$ cat src/rtl/io_mmio_bridge_pkg.sv
// Shared definitions for the MMIO bridge: register word offsets
// (io_addr[4:2]), button bit positions and the bus handshake states.
package io_pkg;

    // Word offsets inside the 32-byte register window
    localparam logic [2:0] OFF_DISP      = 3'd0;  // 0x00
    localparam logic [2:0] OFF_BTN_STATE = 3'd1;  // 0x04
    localparam logic [2:0] OFF_BTN_EVENT = 3'd2;  // 0x08
    localparam logic [2:0] OFF_IRQ_EN    = 3'd3;  // 0x0C
    localparam logic [2:0] OFF_BTN_COUNT = 3'd4;  // 0x10

    // Bit positions of the buttons in every 4-bit button vector
    localparam int BTN_L = 0;
    localparam int BTN_R = 1;
    localparam int BTN_U = 2;
    localparam int BTN_D = 3;

    typedef enum logic {IDLE, RESP} io_bus_state_t;

endpackage

$ cat src/rtl/io_mmio_bridge_if.sv
// CPU data-bus side of the MMIO bridge. The CPU is the master; the
// bridge is the slave and answers each request with a one-cycle io_ready.
interface io_mmio_bridge_if;
    logic [31:0] io_addr;
    logic [31:0] io_wdata;
    logic [3:0]  io_wstrb;
    logic        io_we;
    logic        io_re;
    logic [31:0] io_rdata;
    logic        io_ready;

    modport master (
        output io_addr, io_wdata, io_wstrb, io_we, io_re,
        input  io_rdata, io_ready
    );

    modport slave (
        input  io_addr, io_wdata, io_wstrb, io_we, io_re,
        output io_rdata, io_ready
    );
endinterface

$ cat src/rtl/io_mmio_bridge_tick_gen.sv
// Free-running divider producing a single-cycle enable pulse every DIV
// cycles. The pulse is registered off the terminal count, so the first
// pulse is seen DIV cycles after reset release. DIV must be >= 2.
module io_tick_gen #(
    parameter int DIV = 2
) (
    input  logic CLK,
    input  logic RST_N,
    output logic tick
);
    localparam int CW = (DIV > 1) ? $clog2(DIV) : 1;
    localparam logic [CW-1:0] LAST = CW'(DIV - 1);

    logic [CW-1:0] cnt_q;

    // Count 0..DIV-1, wrap, and flag the terminal count one cycle later
    always_ff @(posedge CLK or negedge RST_N) begin
        if (!RST_N) begin
            cnt_q <= '0;
            tick  <= 1'b0;
        end else begin
            tick  <= (cnt_q == LAST);
            cnt_q <= (cnt_q == LAST) ? '0 : cnt_q + CW'(1);
        end
    end
endmodule

$ cat src/rtl/io_mmio_bridge.sv
// MMIO bridge between the CPU data bus and io_controller: display register,
// button level/event/IRQ-enable registers, and the LED/SSEG tick enables.
// Optional build macro IO_EVENT_COUNT_EN adds per-button rising-edge
// counters at offset 0x10; without it 0x10 reads 0 and ignores writes.
// BASE_ADDR must be 32-byte aligned; CLK_HZ/LED_HZ and CLK_HZ/SSEG_HZ >= 2.
module io_mmio_bridge
    import io_pkg::*;
#(
    parameter logic [31:0] BASE_ADDR = 32'h1100_0000,
    parameter int          CLK_HZ    = 100_000_000,
    parameter int          LED_HZ    = 100,
    parameter int          SSEG_HZ   = 1000
) (
    input  logic              CLK,
    input  logic              RST_N,
    io_mmio_bridge_if.slave   bus,
    input  logic              dBTNL,
    input  logic              dBTNR,
    input  logic              dBTNU,
    input  logic              dBTND,
    output logic [31:0]       R_IO,
    output logic              clk_led,
    output logic              clk_sseg,
    output logic              btn_irq
);
    localparam int LED_DIV  = CLK_HZ / LED_HZ;
    localparam int SSEG_DIV = CLK_HZ / SSEG_HZ;

    io_bus_state_t state_q, state_d;
    logic          acc, hit, wr;
    logic [2:0]    off;
    logic [31:0]   rd_mux, rdata_q, disp_q;
    logic [3:0]    btn, prev_q, evt_q, irq_en_q, evt_set, evt_clr;
    logic          unused_ok;

    assign btn = {dBTND, dBTNU, dBTNR, dBTNL};
    assign hit = (bus.io_addr[31:5] == BASE_ADDR[31:5]);
    assign off = bus.io_addr[4:2];
    // Simultaneous we/re is a write; only accepted requests take effect
    assign wr  = acc & bus.io_we & hit;

    assign unused_ok = ^bus.io_addr[1:0];

    assign evt_set = btn & ~prev_q;
    assign evt_clr = (wr && off == OFF_BTN_EVENT && bus.io_wstrb[0]) ? bus.io_wdata[3:0] : 4'b0;

`ifdef IO_EVENT_COUNT_EN
    logic [3:0][7:0] cnt_q;

    // Rising-edge counters; a clear write wins over a same-cycle edge
    always_ff @(posedge CLK or negedge RST_N) begin
        if (!RST_N) begin
            cnt_q <= '0;
        end else if (wr && off == OFF_BTN_COUNT) begin
            cnt_q <= '0;
        end else begin
            for (int i = 0; i < 4; i++)
                if (evt_set[i]) cnt_q[i] <= cnt_q[i] + 8'd1;
        end
    end
`endif

    // Handshake: accept in IDLE, answer for exactly one cycle in RESP
    always_comb begin
        state_d = state_q;
        acc     = 1'b0;
        case (state_q)
            IDLE: if (bus.io_we || bus.io_re) begin
                acc     = 1'b1;
                state_d = RESP;
            end
            RESP:    state_d = IDLE;
            default: state_d = IDLE;
        endcase
    end

    // Read mux over pre-write register values
    always_comb begin
        rd_mux = '0;
        case (off)
            OFF_DISP:      rd_mux = disp_q;
            OFF_BTN_STATE: rd_mux = {28'b0, btn};
            OFF_BTN_EVENT: rd_mux = {28'b0, evt_q};
            OFF_IRQ_EN:    rd_mux = {28'b0, irq_en_q};
`ifdef IO_EVENT_COUNT_EN
            OFF_BTN_COUNT: rd_mux = cnt_q;
`endif
            default:       rd_mux = '0;
        endcase
    end

    // Bus state and captured response data (writes and misses return 0)
    always_ff @(posedge CLK or negedge RST_N) begin
        if (!RST_N) begin
            state_q <= IDLE;
            rdata_q <= '0;
        end else begin
            state_q <= state_d;
            if (acc) rdata_q <= (hit && !bus.io_we) ? rd_mux : '0;
        end
    end

    // Register file: DISP with byte strobes, IRQ enable, sticky events (set wins)
    always_ff @(posedge CLK or negedge RST_N) begin
        if (!RST_N) begin
            disp_q   <= '0;
            irq_en_q <= '0;
            evt_q    <= '0;
            prev_q   <= '0;
            btn_irq  <= 1'b0;
        end else begin
            for (int b = 0; b < 4; b++)
                if (wr && off == OFF_DISP && bus.io_wstrb[b])
                    disp_q[b*8 +: 8] <= bus.io_wdata[b*8 +: 8];
            if (wr && off == OFF_IRQ_EN && bus.io_wstrb[0])
                irq_en_q <= bus.io_wdata[3:0];
            evt_q   <= (evt_q & ~evt_clr) | evt_set;
            prev_q  <= btn;
            btn_irq <= |(evt_q & irq_en_q);
        end
    end

    assign bus.io_ready = (state_q == RESP);
    assign bus.io_rdata = bus.io_ready ? rdata_q : '0;
    assign R_IO         = disp_q;

    io_tick_gen #(.DIV(LED_DIV))  u_led  (.CLK(CLK), .RST_N(RST_N), .tick(clk_led));
    io_tick_gen #(.DIV(SSEG_DIV)) u_sseg (.CLK(CLK), .RST_N(RST_N), .tick(clk_sseg));

endmodule

$ cat src/flat_wrapper.sv
// flat-port wrapper written by rule: the top's interface ports become plain ports
module io_mmio_bridge_flat import io_pkg::*;
#(
    parameter logic [31:0] BASE_ADDR = 32'h1100_0000,
    parameter int          CLK_HZ    = 100_000_000,
    parameter int          LED_HZ    = 100,
    parameter int          SSEG_HZ   = 1000
)
  (CLK, RST_N, dBTNL, dBTNR, dBTNU, dBTND, R_IO, clk_led, clk_sseg, btn_irq, bus_io_addr, bus_io_wdata, bus_io_wstrb, bus_io_we, bus_io_re, bus_io_rdata, bus_io_ready);
  io_mmio_bridge_if bus_i ();
  input  logic CLK;
  input  logic RST_N;
  input  logic dBTNL;
  input  logic dBTNR;
  input  logic dBTNU;
  input  logic dBTND;
  output logic [31:0] R_IO;
  output logic clk_led;
  output logic clk_sseg;
  output logic btn_irq;
  input wire logic [$bits(bus_i.io_addr)-1:0] bus_io_addr;
  input wire logic [$bits(bus_i.io_wdata)-1:0] bus_io_wdata;
  input wire logic [$bits(bus_i.io_wstrb)-1:0] bus_io_wstrb;
  input wire logic [$bits(bus_i.io_we)-1:0] bus_io_we;
  input wire logic [$bits(bus_i.io_re)-1:0] bus_io_re;
  output wire logic [$bits(bus_i.io_rdata)-1:0] bus_io_rdata;
  output wire logic [$bits(bus_i.io_ready)-1:0] bus_io_ready;
  assign bus_i.io_addr = bus_io_addr;
  assign bus_i.io_wdata = bus_io_wdata;
  assign bus_i.io_wstrb = bus_io_wstrb;
  assign bus_i.io_we = bus_io_we;
  assign bus_i.io_re = bus_io_re;
  assign bus_io_rdata = bus_i.io_rdata;
  assign bus_io_ready = bus_i.io_ready;
  io_mmio_bridge #(.BASE_ADDR(BASE_ADDR), .CLK_HZ(CLK_HZ), .LED_HZ(LED_HZ), .SSEG_HZ(SSEG_HZ)) u_core (.CLK(CLK), .RST_N(RST_N), .bus(bus_i), .dBTNL(dBTNL), .dBTNR(dBTNR), .dBTNU(dBTNU), .dBTND(dBTND), .R_IO(R_IO), .clk_led(clk_led), .clk_sseg(clk_sseg), .btn_irq(btn_irq));
endmodule
$ cat config.mk
export PLATFORM = sky130hd
export DESIGN_NAME = io_mmio_bridge_flat
export DESIGN_NICKNAME = d
export VERILOG_FILES = /design/src/rtl/io_mmio_bridge_pkg.sv /design/src/rtl/io_mmio_bridge_if.sv /design/src/rtl/io_mmio_bridge_tick_gen.sv /design/src/rtl/io_mmio_bridge.sv /design/src/flat_wrapper.sv
export SDC_FILE = /design/constraint.sdc
export NUM_CORES = 1
export LEC_CHECK = 0
export ABC_AREA = 1
export CORE_UTILIZATION = 49
export DETAILED_ROUTE_END_ITERATION = 12
export GPL_TIMING_DRIVEN = 0
export PLACE_DENSITY = 0.86
export RECOVER_POWER = 100
export SYNTH_ARGS = -nofsm -noshare
export SYNTH_HDL_FRONTEND = slang
export SYNTH_SLANG_ARGS = --single-unit
$ cat constraint.sdc
create_clock -name CLK -period 1.79 [get_ports CLK]
set_input_delay 0.358 -clock CLK [delete_from_list [all_inputs] [get_ports CLK]]
set_output_delay 0.358 -clock CLK [all_outputs]
set_load 0.01 [all_outputs]
# ---- Yosys cells after proc, flatten, opt, wreduce, memory -nomap -nowiden
# Cells that the tools add are included.
dict set report word_totals {
  word_cells 54
  register_bits 117
  out_inout_bits 68
}
dict set report classes {
  bitwise 9
  n_mux 9
  n_eq_ne 6
  add_sub_neg 2
  reduce_logical 14
}
# operator count
set ops {}
lappend ops {{$pmux W32 S4} 1}
lappend ops {{$mux W32} 2}
lappend ops {{$eq A27 B24 Y1 const B} 1}
lappend ops {{$add A20 B1 Y20 const B} 1}
lappend ops {{$eq A20 B20 Y1 const B} 1}
lappend ops {{$mux W20} 1}
lappend ops {{$add A17 B1 Y17 const B} 1}
lappend ops {{$eq A17 B17 Y1 const B} 1}
lappend ops {{$mux W17} 1}
lappend ops {{$and A4 B4 Y4} 3}
lappend ops {{$logic_and A1 B1 Y1} 10}
lappend ops {{$not A4 Y4} 2}
lappend ops {{$eq A3 B2 Y1 const B} 2}
lappend ops {{$mux W4} 1}
lappend ops {{$or A4 B4 Y4} 1}
lappend ops {{$reduce_or A4 Y1} 1}
lappend ops {{$eq A3 B1 Y1 const B} 1}
lappend ops {{$logic_not A3 Y1} 1}
lappend ops {{$and A1 B1 Y1} 2}
lappend ops {{$mux W1} 2}
lappend ops {{$pmux W1 S2} 1}
lappend ops {{$logic_not A1 Y1} 1}
lappend ops {{$logic_or A1 B1 Y1} 1}
lappend ops {{$not A1 Y1} 1}

# ---- Depth between registers and ports, before layout
# Gate-level depths: netlist of run 1.
dict set report logic_depth {
  ltp_word 11
  depth_mapped 10
  mapped_depth_nobuf 9
}

# ---- Modules after synthesis
# A second synthesis of run 1 with hierarchy kept.
dict set report unflattened {
  cells_unflattened 828
  area_unflattened_um2 6326.1
}
# mod cells_per_inst area_per_inst_um2 seq_area_each_um2 n_inst
set modules_own_cells {}
lappend modules_own_cells {io_mmio_bridge 526 4092.7 1951.9 1}
lappend modules_own_cells {{io_tick_gen at u_core.u_led} 163 1229.9 525.5 1}
lappend modules_own_cells {{io_tick_gen at u_core.u_sseg} 139 1003.5 450.4 1}

# ---- Worst setup path before layout of run 1
# No wires, ideal clock.
dict set report synth_timing {
  path_kind {reg-to-reg}
  startpoint {register u_core.u_led.cnt_q[0]}
  endpoint {register u_core.u_led.cnt_q[0]}
  n_path_buf 0
  setup_slack_ns 0.284
  stages_incl_launch_ff 10
  arrival_time_ns 1.394
  period_less_slack_ns 1.506
  path_cell_list {dfrtp_1 ha_1 nand2_1 nor2_1 nand2_2 nor2_2 nand3_2 inv_1 or2_1 inv_1}
}
dict set report synth_between {
  elab_chain_len 2
}
# item line
set synth_rtl {}
lappend synth_rtl {{start: declaration} io_mmio_bridge_tick_gen.sv:14} ;# logic [CW-1:0] cnt_q;
lappend synth_rtl {{start signal: assignment} io_mmio_bridge_tick_gen.sv:23} ;# cnt_q <= (cnt_q == LAST) ? '0 : cnt_q + CW'(1);
lappend synth_rtl {{$add A20 B1 Y20 / $eq A20 B20 Y1 (equally long branches)} io_mmio_bridge_tick_gen.sv:23}
lappend synth_rtl {{$mux W20 *} io_mmio_bridge_tick_gen.sv:23}
# Mark *: on every way between the ends. The rest lies on a longest branch, timed or not.
# A chain may end at the register's enable or synchronous reset.

# ---- Final worst setup path of run 1
dict set report layout_timing {
  startpoint {register u_core.disp_q[31], in the netlist u_core.R_IO[31]}
  endpoint {output port R_IO[31]}
}
# item line
set layout_lines {}
lappend layout_lines {{start: declaration} io_mmio_bridge.sv:32} ;# logic [31:0] rd_mux, rdata_q, disp_q;
lappend layout_lines {{start signal: indexed assignment} io_mmio_bridge.sv:114} ;# disp_q[b*8 +: 8] <= bus.io_wdata[b*8 +: 8];
lappend layout_lines {{end: declaration} flat_wrapper.sv:17} ;# output logic [31:0] R_IO;
# No word-level cell between the ends.

==> results.json, run 1 <==
{
  "min_from": "bus_io_wstrb[2]",
  "crit_chain": "clkdlybuf4s50_1",
  "synthesis.area_um2": 5700,
  "placementRows": 39,
  "dieHeight_um": 110,
  "synth_common_cells": "nand2_1 (230), dfrtp_1 (117), inv_1 (99)",
  "postRouteAntennaNets": 0,
  "drt_pass1_iterations": 6,
  "drcViolationCount": 0,
  "avgRoutedWirePerCell_um": 15.1,
  "async_flop_share": 1.00,
  "synth_seq_cells": 117,
  "drive_gt1_frac": 0.128,
  "p_total_mw": 6.67,
  "path_max_fanout": 3,
  "ys.flop_type": "dfrtp_1",
  "startpoint_type": "flip-flop",
  "slew_violations": 0,
  "timing.fmax_mhz": 570,
  "synth_area_leader_cell": "dfrtp_1",
  "via_count": 5561,
  "crit_family": "buffers and inverters",
  "place_inst": 1012,
  "max_stage_delay_ps": 600,
  "synth.most_common_cell": "nand2_1",
  "drt_wl_total_um": 16000,
  "grt_pass1_vias": 5440,
  "setup_viol": 0,
  "drv_cap": 0,
  "crit_buf_inv": 1,
  "grt_max_degree": 74,
  "overflow": 0,
  "fin_skew_ps": 5.66,
  "ir_drop_mv": 0.694,
  "hold_violations": 0,
  "antenna_found_initial": 0,
  "hp-class": "in2reg",
  "max-slew-margin-rel": 0.553,
  "synth_edf_count": 0,
  "worst_slew_pin_slew_ps": 671,
  "die_area_um2": 12100,
  "drt_iter0_markers": 398,
  "place_area_um2": 7290,
  "port_buffers": 138,
  "worst-r2r-cell-count": 9,
  "crit_slowest_cell": "clkdlybuf4s50_1",
  "cts_tree": "built",
  "clkSlewWorstSetupHoldPaths_ps": 50,
  "cts.path.max_buffers": 2,
  "reg2reg_from": "u_core.u_led.cnt_q[0]$_DFF_PN0_",
  "period_minus_slack_ps": 1760,
  "r2r_setup_slack_ps": 110,
  "yosysWarnings": 0,
  "n_fill_cell": 877,
  "cts_buffers": 17,
  "synth_top_area_share": 0.513,
  "cp-end-kind": "output port",
  "period_share": 0.981,
  "synth_cell_type_count": 31,
  "seq_area_um2": 2930,
  "cp_data_required_time_ps": 1430,
  "hpwlAfterDp_um": 11000,
  "p_leak_nw": 4.10,
  "clkLatencyLatePin_ps": 420,
  "final_cells": 1059,
  "netlist_instances": 730,
  "diodes": 0,
  "multi_input_area_um2": 2330,
  "seq_area_frac_synth": 0.513,
  "fin_nets": 981,
  "outcome": "finished, final reports clean",
  "ys_top_cells_by_area": "dfrtp_1 (51%), nand2_1 (15%), nand3_1 (7.6%)",
  "syn-num-nets": 808,
  "core_area_um2": 11400,
  "initial_utilization": 0.502,
  "place.gp.congestion": 0.920,
  "syn_to_final_growth_pct": 40.0,
  "path_class": "reg2out",
  "root_buffer": "clkbuf_16",
  "ios": 144,
  "vias_per_cell": 5.25,
  "final_area_um2": 7990,
  "rsz0062_at_grt": "yes",
  "synth_area_per_cell_um2": 7.81,
  "track_usage": 0.283,
  "htreeDepth": 4,
  "holdPathEnd": "u_core.R_IO[21]$_DFFE_PN0P_",
  "p_per_area_nw_per_um2": 835,
  "clock_sinks": 117,
  "arrival_ps": 1400,
  "chipWidth_um": 110,
  "reg2reg_to": "u_core.u_led.cnt_q[0]$_DFF_PN0_",
  "hold_depth": 3,
  "grt_first_pass_wirelength_um": 25500
}
==> area by class of cell <==
cell class              instances  area share
multi-input cells             490       0.292
repair buffers                154       0.170
flip-flops and latches        117       0.367
well taps                     143      0.0224
clock buffers                  23      0.0624
clock inverters                 9      0.0154
inverters                     100      0.0470
plain buffers                  23      0.0237
==> report_power, final <==
group          internal (mW)  leakage, nW  switching (mW)  total (mW)
registers               2.66         1.57         0.00259        2.66
logic                  0.222         2.22           0.251       0.473
clock network           2.36        0.309            1.18        3.54
total                   5.24         4.10            1.43        6.67
==> timing repair <==
action                     4_1_cts  5_1_grt
resized for setup              102       53
pin swaps                        4        4
setup endpoints to repair       64       88
setup buffers                    5        9
hold endpoints to repair        44        0
hold buffers                     1        0
==> worst min-delay path, cell delays in order <==
cell	delay, ps
buf_2	160
nand3_1	100
nand2_1	40
==> per-layer routing <==
layer  share of wire  wire length, um  vias to the layer above  GRT usage
met1            0.41             6560                     2627      0.337
met5               0                0                        -          0
li1                -                -                     2661          -
met2            0.49             7860                      226      0.481
met4           0.036              581                        0      0.146
met3           0.061              970                       47     0.0587
==> state kept, by name (all words and copies together) (netlist names) <==
name / cells
u_core.R_IO: 32
u_core.rdata_q: 32
u_core.u_led.cnt_q: 20
u_core.u_sseg.cnt_q: 17
u_core.evt_q: 4
u_core.irq_en_q: 4
u_core.prev_q: 4
u_core.btn_irq: 1
u_core.bus.io_ready: 1
u_core.u_led.tick: 1
u_core.u_sseg.tick: 1
==> per-stage QoR <==
step | setup TNS (ps) | hold WS [ps] | utilization | setup slack [ps]
floorplan | 0 | 62.4 | - | 284
global placement | -508490 | 459 | 0.639 | -4110
detailed placement | -31940 | 308 | 0.641 | -569
CTS | -197 | 276 | 0.703 | -63.7
global route | -11.0 | 294 | 0.702 | -11.0
finish | 0 | 280 | 0.702 | 34.3
==> worst max-delay path by stage <==
stage                                          from                         endpoint  slack (ps)  cells after the start
floorplan           u_core.u_led.cnt_q[0]$_DFF_PN0_  u_core.u_led.cnt_q[0]$_DFF_PN0_         280                      9
finish                  u_core.R_IO[31]$_DFFE_PN0P_                         R_IO[31]          30                      1
global placement                              RST_N         u_core.btn_irq$_DFF_PN0_       -4110                      1
CTS                   u_core.bus.io_ready$_DFF_PN0_                 bus_io_rdata[10]         -60                      5
global route                         bus_io_addr[7]       u_core.R_IO[5]$_DFFE_PN0P_         -10                     11
detailed placement                  bus_io_addr[14]       u_core.R_IO[5]$_DFFE_PN0P_        -570                      9
==> cell families (layout without fill, tap and decap cells) <==
| kind of cell | after synthesis | after routing | synth area share |
|---|---|---|---|
| AOI/OAI and AO/OA | 38 | 38 | 0.0338 |
| xor gates and xnor gates | 20 | 20 | 0.0307 |
| adders and majority gates | 2 | 2 | 0.00439 |
| buffers and inverters | 123 | 309 | 0.0866 |
| DFF | 117 | 117 | 0.513 |
| and+or+nand+nor | 430 | 430 | 0.331 |
==> layout by cell type, fill, tap and decap left out, types with 18 or more instances in the layout <==
master / count
buf_2: 19
clkbuf_16: 19
clkbuf_2: 18
clkdlybuf4s50_1: 96
dfrtp_1: 117
inv_1: 98
nand2_1: 228
nand3_1: 86
nand4_1: 25
nor2_1: 48
o21ai_0: 30
xor2_1: 18
No activity file was read; power rests on OpenSTA's default activity.
==> run 2: changes to the inputs <==
CTS_BUF_LIST = sky130_fd_sc_hd__clkbuf_8 sky130_fd_sc_hd__clkbuf_16   (was unset)
==> run 2 against run 1 <==
  * Cell count is the same
  * Highest routed layer unchanged
  * Wire length about the same
  * Non-clock buffer count is the same
  * Sequential share of layout area unchanged
  * Combinational power barely moved
  * Total power hardly changed
==> results.json, run 2 (synthesis gave the netlist of run 1 again) <==
{
  "outcome": "finished, final reports clean",
  "reg2reg_from": "u_core.u_led.cnt_q[0]$_DFF_PN0_",
  "crit_family": "buffers and inverters",
  "max_stage_delay_ps": 600,
  "cts.path.max_buffers": 2,
  "mostFrequentLayoutCells": "nand2_1 (228), dfrtp_1 (117), inv_1 (99), clkdlybuf4s50_1 (96), nand3_1 (86)",
  "cp-end-kind": "output port",
  "reg2reg_to": "u_core.u_led.cnt_q[0]$_DFF_PN0_",
  "root_buffer": "clkbuf_16",
  "crit_chain": "clkdlybuf4s50_1",
  "crit_buf_inv": 1,
  "grt_first_pass_wirelength_um": 25500,
  "chipWidth_um": 110,
  "final_cells": 1059,
  "slew_violations": 0,
  "clkSlewWorstSetupHoldPaths_ps": 50,
  "hold_violations": 0,
  "worst-r2r-cell-count": 9,
  "crit_slowest_cell": "clkdlybuf4s50_1",
  "timing.fmax_mhz": 570,
  "fin_nets": 981,
  "avgRoutedWirePerCell_um": 15.1,
  "ir_drop_mv": 0.694,
  "drt_iter0_markers": 399,
  "drt_wl_total_um": 16000,
  "post-place-ws_ps": -569,
  "switching_share": 0.216,
  "min_from": "bus_io_wstrb[2]",
  "seq_area_um2": 2930,
  "holdPathEnd": "u_core.R_IO[21]$_DFFE_PN0P_",
  "cts_buffers": 17,
  "p_total_mw": 6.67,
  "n_fill_cell": 877,
  "worst_slew_pin_slew_ps": 673,
  "syn_to_final_growth_pct": 40.0,
  "core_area_um2": 11400,
  "cp_data_required_time_ps": 1430,
  "p_int_mw": 5.23,
  "placementRows": 39,
  "comb_power_share": 0.071,
  "dieHeight_um": 110,
  "r2r_setup_slack_ps": 110,
  "die_area_um2": 12100,
  "overflow": 0,
  "htreeDepth": 4,
  "pwr-share-seq": 0.399,
  "diodes": 0,
  "place.gp.congestion": 0.920,
  "path_class": "reg2out",
  "grt_pass1_vias": 5440,
  "place_inst": 1012,
  "fin_skew_ps": 5.82,
  "clock_sinks": 117,
  "postRouteAntennaNets": 0,
  "drv_cap": 0,
  "path_max_fanout": 3,
  "period_minus_slack_ps": 1760,
  "fin_ws_ps": 34.8,
  "rsz0062_at_grt": "yes",
  "initial_utilization": 0.502,
  "via_count": 5559,
  "clkLatencyLatePin_ps": 420,
  "drive_gt1_frac": 0.128,
  "hold_depth": 3,
  "max-slew-margin-rel": 0.551,
  "power.clock.fraction": 0.531,
  "ios": 144,
  "port_buffers": 138,
  "grt_max_degree": 74,
  "p_leak_nw": 4.10,
  "antenna_found_initial": 0,
  "switchingPower_mw": 1.44,
  "hpwlAfterDp_um": 11000,
  "hp-class": "in2reg",
  "tns_ps": 0,
  "track_usage": 0.283,
  "cts_tree": "built",
  "period_share": 0.981,
  "multi_input_area_um2": 2330,
  "drt_pass1_iterations": 7,
  "startpoint_type": "flip-flop",
  "layout_commonest_cell": "nand2_1",
  "p_per_area_nw_per_um2": 835,
  "vias_per_cell": 5.25,
  "drcViolationCount": 0,
  "setup_viol": 0,
  "arrival_ps": 1400
}
run 2: changes by cell type in the layout (fill, tap and decap cells not counted), sizes merged:
| cell | before | now |
|---|---|---|
| clkbuf | 50 | 49 |
| inv | 100 | 101 |
run 2: how the worst max path moves through the flow:
stage	start	endpoint	slack (ps)	depth (start not counted)
floorplan	u_core.u_led.cnt_q[0]$_DFF_PN0_	u_core.u_led.cnt_q[0]$_DFF_PN0_	280	9
global route	bus_io_addr[7]	u_core.R_IO[5]$_DFFE_PN0P_	-10	11
global placement	RST_N	u_core.btn_irq$_DFF_PN0_	-4110	1
finish	u_core.R_IO[31]$_DFFE_PN0P_	R_IO[31]	30	1
CTS	u_core.bus.io_ready$_DFF_PN0_	bus_io_rdata[10]	-60	5
detailed placement	bus_io_addr[14]	u_core.R_IO[5]$_DFFE_PN0P_	-570	9
run 2: power by group through the flow:
stage	registers [mW]	clock network [mW]	logic (mW)
final	2.66	3.54	0.472
after global routing	2.66	3.68	0.515
after CTS	2.66	3.55	0.465
after detailed placement	2.70	0	0.426
after global placement	2.70	0	0.415
after floorplan	2.70	0	0.138
run 2: worst min-delay path: stages:
cell     delay (ps)
buf_2           160
nand3_1         100
nand2_1          40
run 2: timing repair:
action                     CTS  global route
resized for setup          102            53
hold buffers                 1             0
hold endpoints to repair    44             0
setup endpoints to repair   64            88
setup buffers                5             9
pin swaps                    4             4
run 2: final cells by class:
| class | instances | area share |
|---|---|---|
| Sequential cell | 117 | 0.367 |
| Multi-Input combinational cell | 490 | 0.292 |
| Timing Repair Buffer | 154 | 0.170 |
| Clock buffer | 22 | 0.0619 |
| Inverter | 100 | 0.0470 |
| Buffer | 23 | 0.0237 |
| Tap cell | 143 | 0.0224 |
| Clock inverter | 10 | 0.0158 |
run 2: per-layer routing:
metal  share of wire  global-route usage  up-vias
li1                -                   -     2658
met1            0.41               0.337     2624
met2            0.49               0.481      228
met3           0.061              0.0587       49
met4           0.037               0.146        0
met5               0                   0        -
run 2: per-stage QoR:
stage                     cell area [um^2]  hold slack, ps   util
after floorplan                       5700            62.4      -
after global placement                7260             459  0.639
after detailed placement              7290             308  0.641
after CTS                             7990             276  0.703
after global routing                  7990             294  0.702
final                                 7990             280  0.702
==> run 3: changes to the inputs <==
CELL_PAD_IN_SITES_DETAIL_PLACEMENT = 1   (was unset)
CELL_PAD_IN_SITES_GLOBAL_PLACEMENT = 2   (was unset)
CORE_UTILIZATION = 28   (was 49)
REMOVE_ABC_BUFFERS = 1   (was unset)
==> run 3 against run 2 <==
  * Sequential power is essentially flat
  * Global-route usage shrank 9.6 points
  * Cell count grew 10%
  * Die area grew 73%
  * Clock-buffer cell count shrank 5
  * Clock power shrank 5%
  * Critical path depth is the same
  * Worst setup slack gained 9.5 ps
  * Total power shrank 2.1%
  * Clock skew grew 2.5 ps
  * Sequential share of layout area shrank 0.59 points
  * Critical path type unchanged
  * Highest routed layer unchanged
==> results.json, run 3 (synthesis gave the netlist of run 1 again) <==
{
  "place.gp.congestion": 0.760,
  "cts.path.max_buffers": 2,
  "reg2reg_from": "u_core.u_led.cnt_q[0]$_DFF_PN0_",
  "hpwlAfterDp_um": 12400,
  "antenna_found_initial": 0,
  "hold_violations": 0,
  "p_leak_nw": 4.05,
  "crit_chain": "clkdlybuf4s50_1",
  "startpoint_type": "flip-flop",
  "crit_slowest_cell": "clkdlybuf4s50_1",
  "grt_pass1_vias": 5561,
  "port_buffers": 141,
  "setup_viol": 0,
  "max_stage_delay_ps": 610,
  "place_area_um2": 7400,
  "worst_slew_pin_slew_ps": 660,
  "layout_commonest_cell": "nand2_1",
  "clkSlewWorstSetupHoldPaths_ps": 60,
  "grt_max_degree": 69,
  "hp-class": "in2async",
  "cp-end-kind": "output port",
  "root_buffer": "clkbuf_16",
  "crit_family": "buffers and inverters",
  "core_area_um2": 19700,
  "drcViolationCount": 0,
  "drt_wl_total_um": 18300,
  "fin_skew_ps": 8.34,
  "die_area_um2": 20900,
  "ios": 144,
  "diodes": 0,
  "dieHeight_um": 145,
  "placementRows": 51,
  "cts_buffers": 17,
  "avgRoutedWirePerCell_um": 15.6,
  "syn_to_final_growth_pct": 42.5,
  "final_area_um2": 8130,
  "slew_violations": 0,
  "chipWidth_um": 145,
  "rsz0062_at_grt": "yes",
  "ir_drop_mv": 0.682,
  "clkLatencyLatePin_ps": 420,
  "overflow": 0,
  "cp_data_required_time_ps": 1430,
  "arrival_ps": 1390,
  "track_usage": 0.186,
  "path_class": "reg2out",
  "drt_pass1_iterations": 4,
  "startpoint": "u_core.R_IO[31]$_DFFE_PN0P_",
  "drv_cap": 0,
  "fin_nets": 969,
  "grt_first_pass_wirelength_um": 29300,
  "period_share": 0.975,
  "crit_buf_inv": 1,
  "p_total_mw": 6.53,
  "timing.fmax_mhz": 573,
  "drt_iter0_markers": 206,
  "drive_gt1_frac": 0.126,
  "cts_tree": "built",
  "clock_sinks": 117,
  "outcome": "finished, final reports clean",
  "final_cells": 1169,
  "htreeDepth": 4,
  "period_minus_slack_ps": 1750,
  "mostFrequentLayoutCells": "nand2_1 (226), dfrtp_1 (116), inv_1 (98), clkdlybuf4s50_1 (95), nand3_1 (86)",
  "p_per_area_nw_per_um2": 803,
  "max-slew-margin-rel": 0.560,
  "via_count": 5302,
  "postRouteAntennaNets": 0,
  "place_inst": 1116,
  "vias_per_cell": 4.54,
  "initial_utilization": 0.289,
  "path_max_fanout": 3
}
-- run 3: power breakdown --
| part | leakage (nW) | internal, mW | total (mW) | switching [mW] |
|---|---|---|---|---|
| sequential | 1.57 | 2.65 | 2.67 | 0.0110 |
| combinational | 2.20 | 0.230 | 0.499 | 0.270 |
| clock | 0.276 | 2.05 | 3.36 | 1.31 |
| total | 4.05 | 4.94 | 6.53 | 1.59 |
-- run 3: layout make-up --
type,instances,area (um^2)
fillers,2329,11600
flip-flops and latches,117,2930
multi-input cells,491,2390
repair buffers,164,1500
clock buffers,17,425
inverters,100,390
well taps,265,332
clock inverters,15,158
-- run 3: worst paths after layout --
check	to	slack [ps]	cells after the start
worst max register to register	u_core.u_led.cnt_q[0]$_DFF_PN0_	130	9
max in group asynchronous	u_core.bus.io_ready$_DFF_PN0_	290	3
worst min-delay path	u_core.u_led.cnt_q[15]$_DFF_PN0_	440	2
min in group CLK	u_core.rdata_q[3]$_DFFE_PN0P_	480	2
worst min register to register	u_core.rdata_q[3]$_DFFE_PN0P_	480	2
worst max-delay path	R_IO[31]	40	1
-- run 3: repair_timing --
item                                    CTS  global route
buffers inserted                         15             4
pin swaps                                 6             4
gates resized for setup                 152            22
endpoints found under the setup margin  113            92
hold endpoints to repair                 49             0
gates cloned                              1             1
hold buffers                              1             0
-- run 3: routing by layer --
metal	global-route usage	routed length [um]	vias to the layer above
met2	0.323	9030	108
met1	0.233	8180	2545
li1	-	-	2636
met4	0.0532	216	0
met5	0	0	-
met3	0.0392	840	13
-- run 3: through the flow --
stage	util	setup slack [ps]	setup TNS, ps	hold WS, ps
after floorplan	-	-422	-25170	62.4
after global placement	0.372	-4660	-683170	458
after detailed placement	0.375	-1720	-111620	342
after CTS	0.409	-29.8	-29.8	433
after global routing	0.412	-10.8	-17.8	483
final	0.412	44.3	0	436
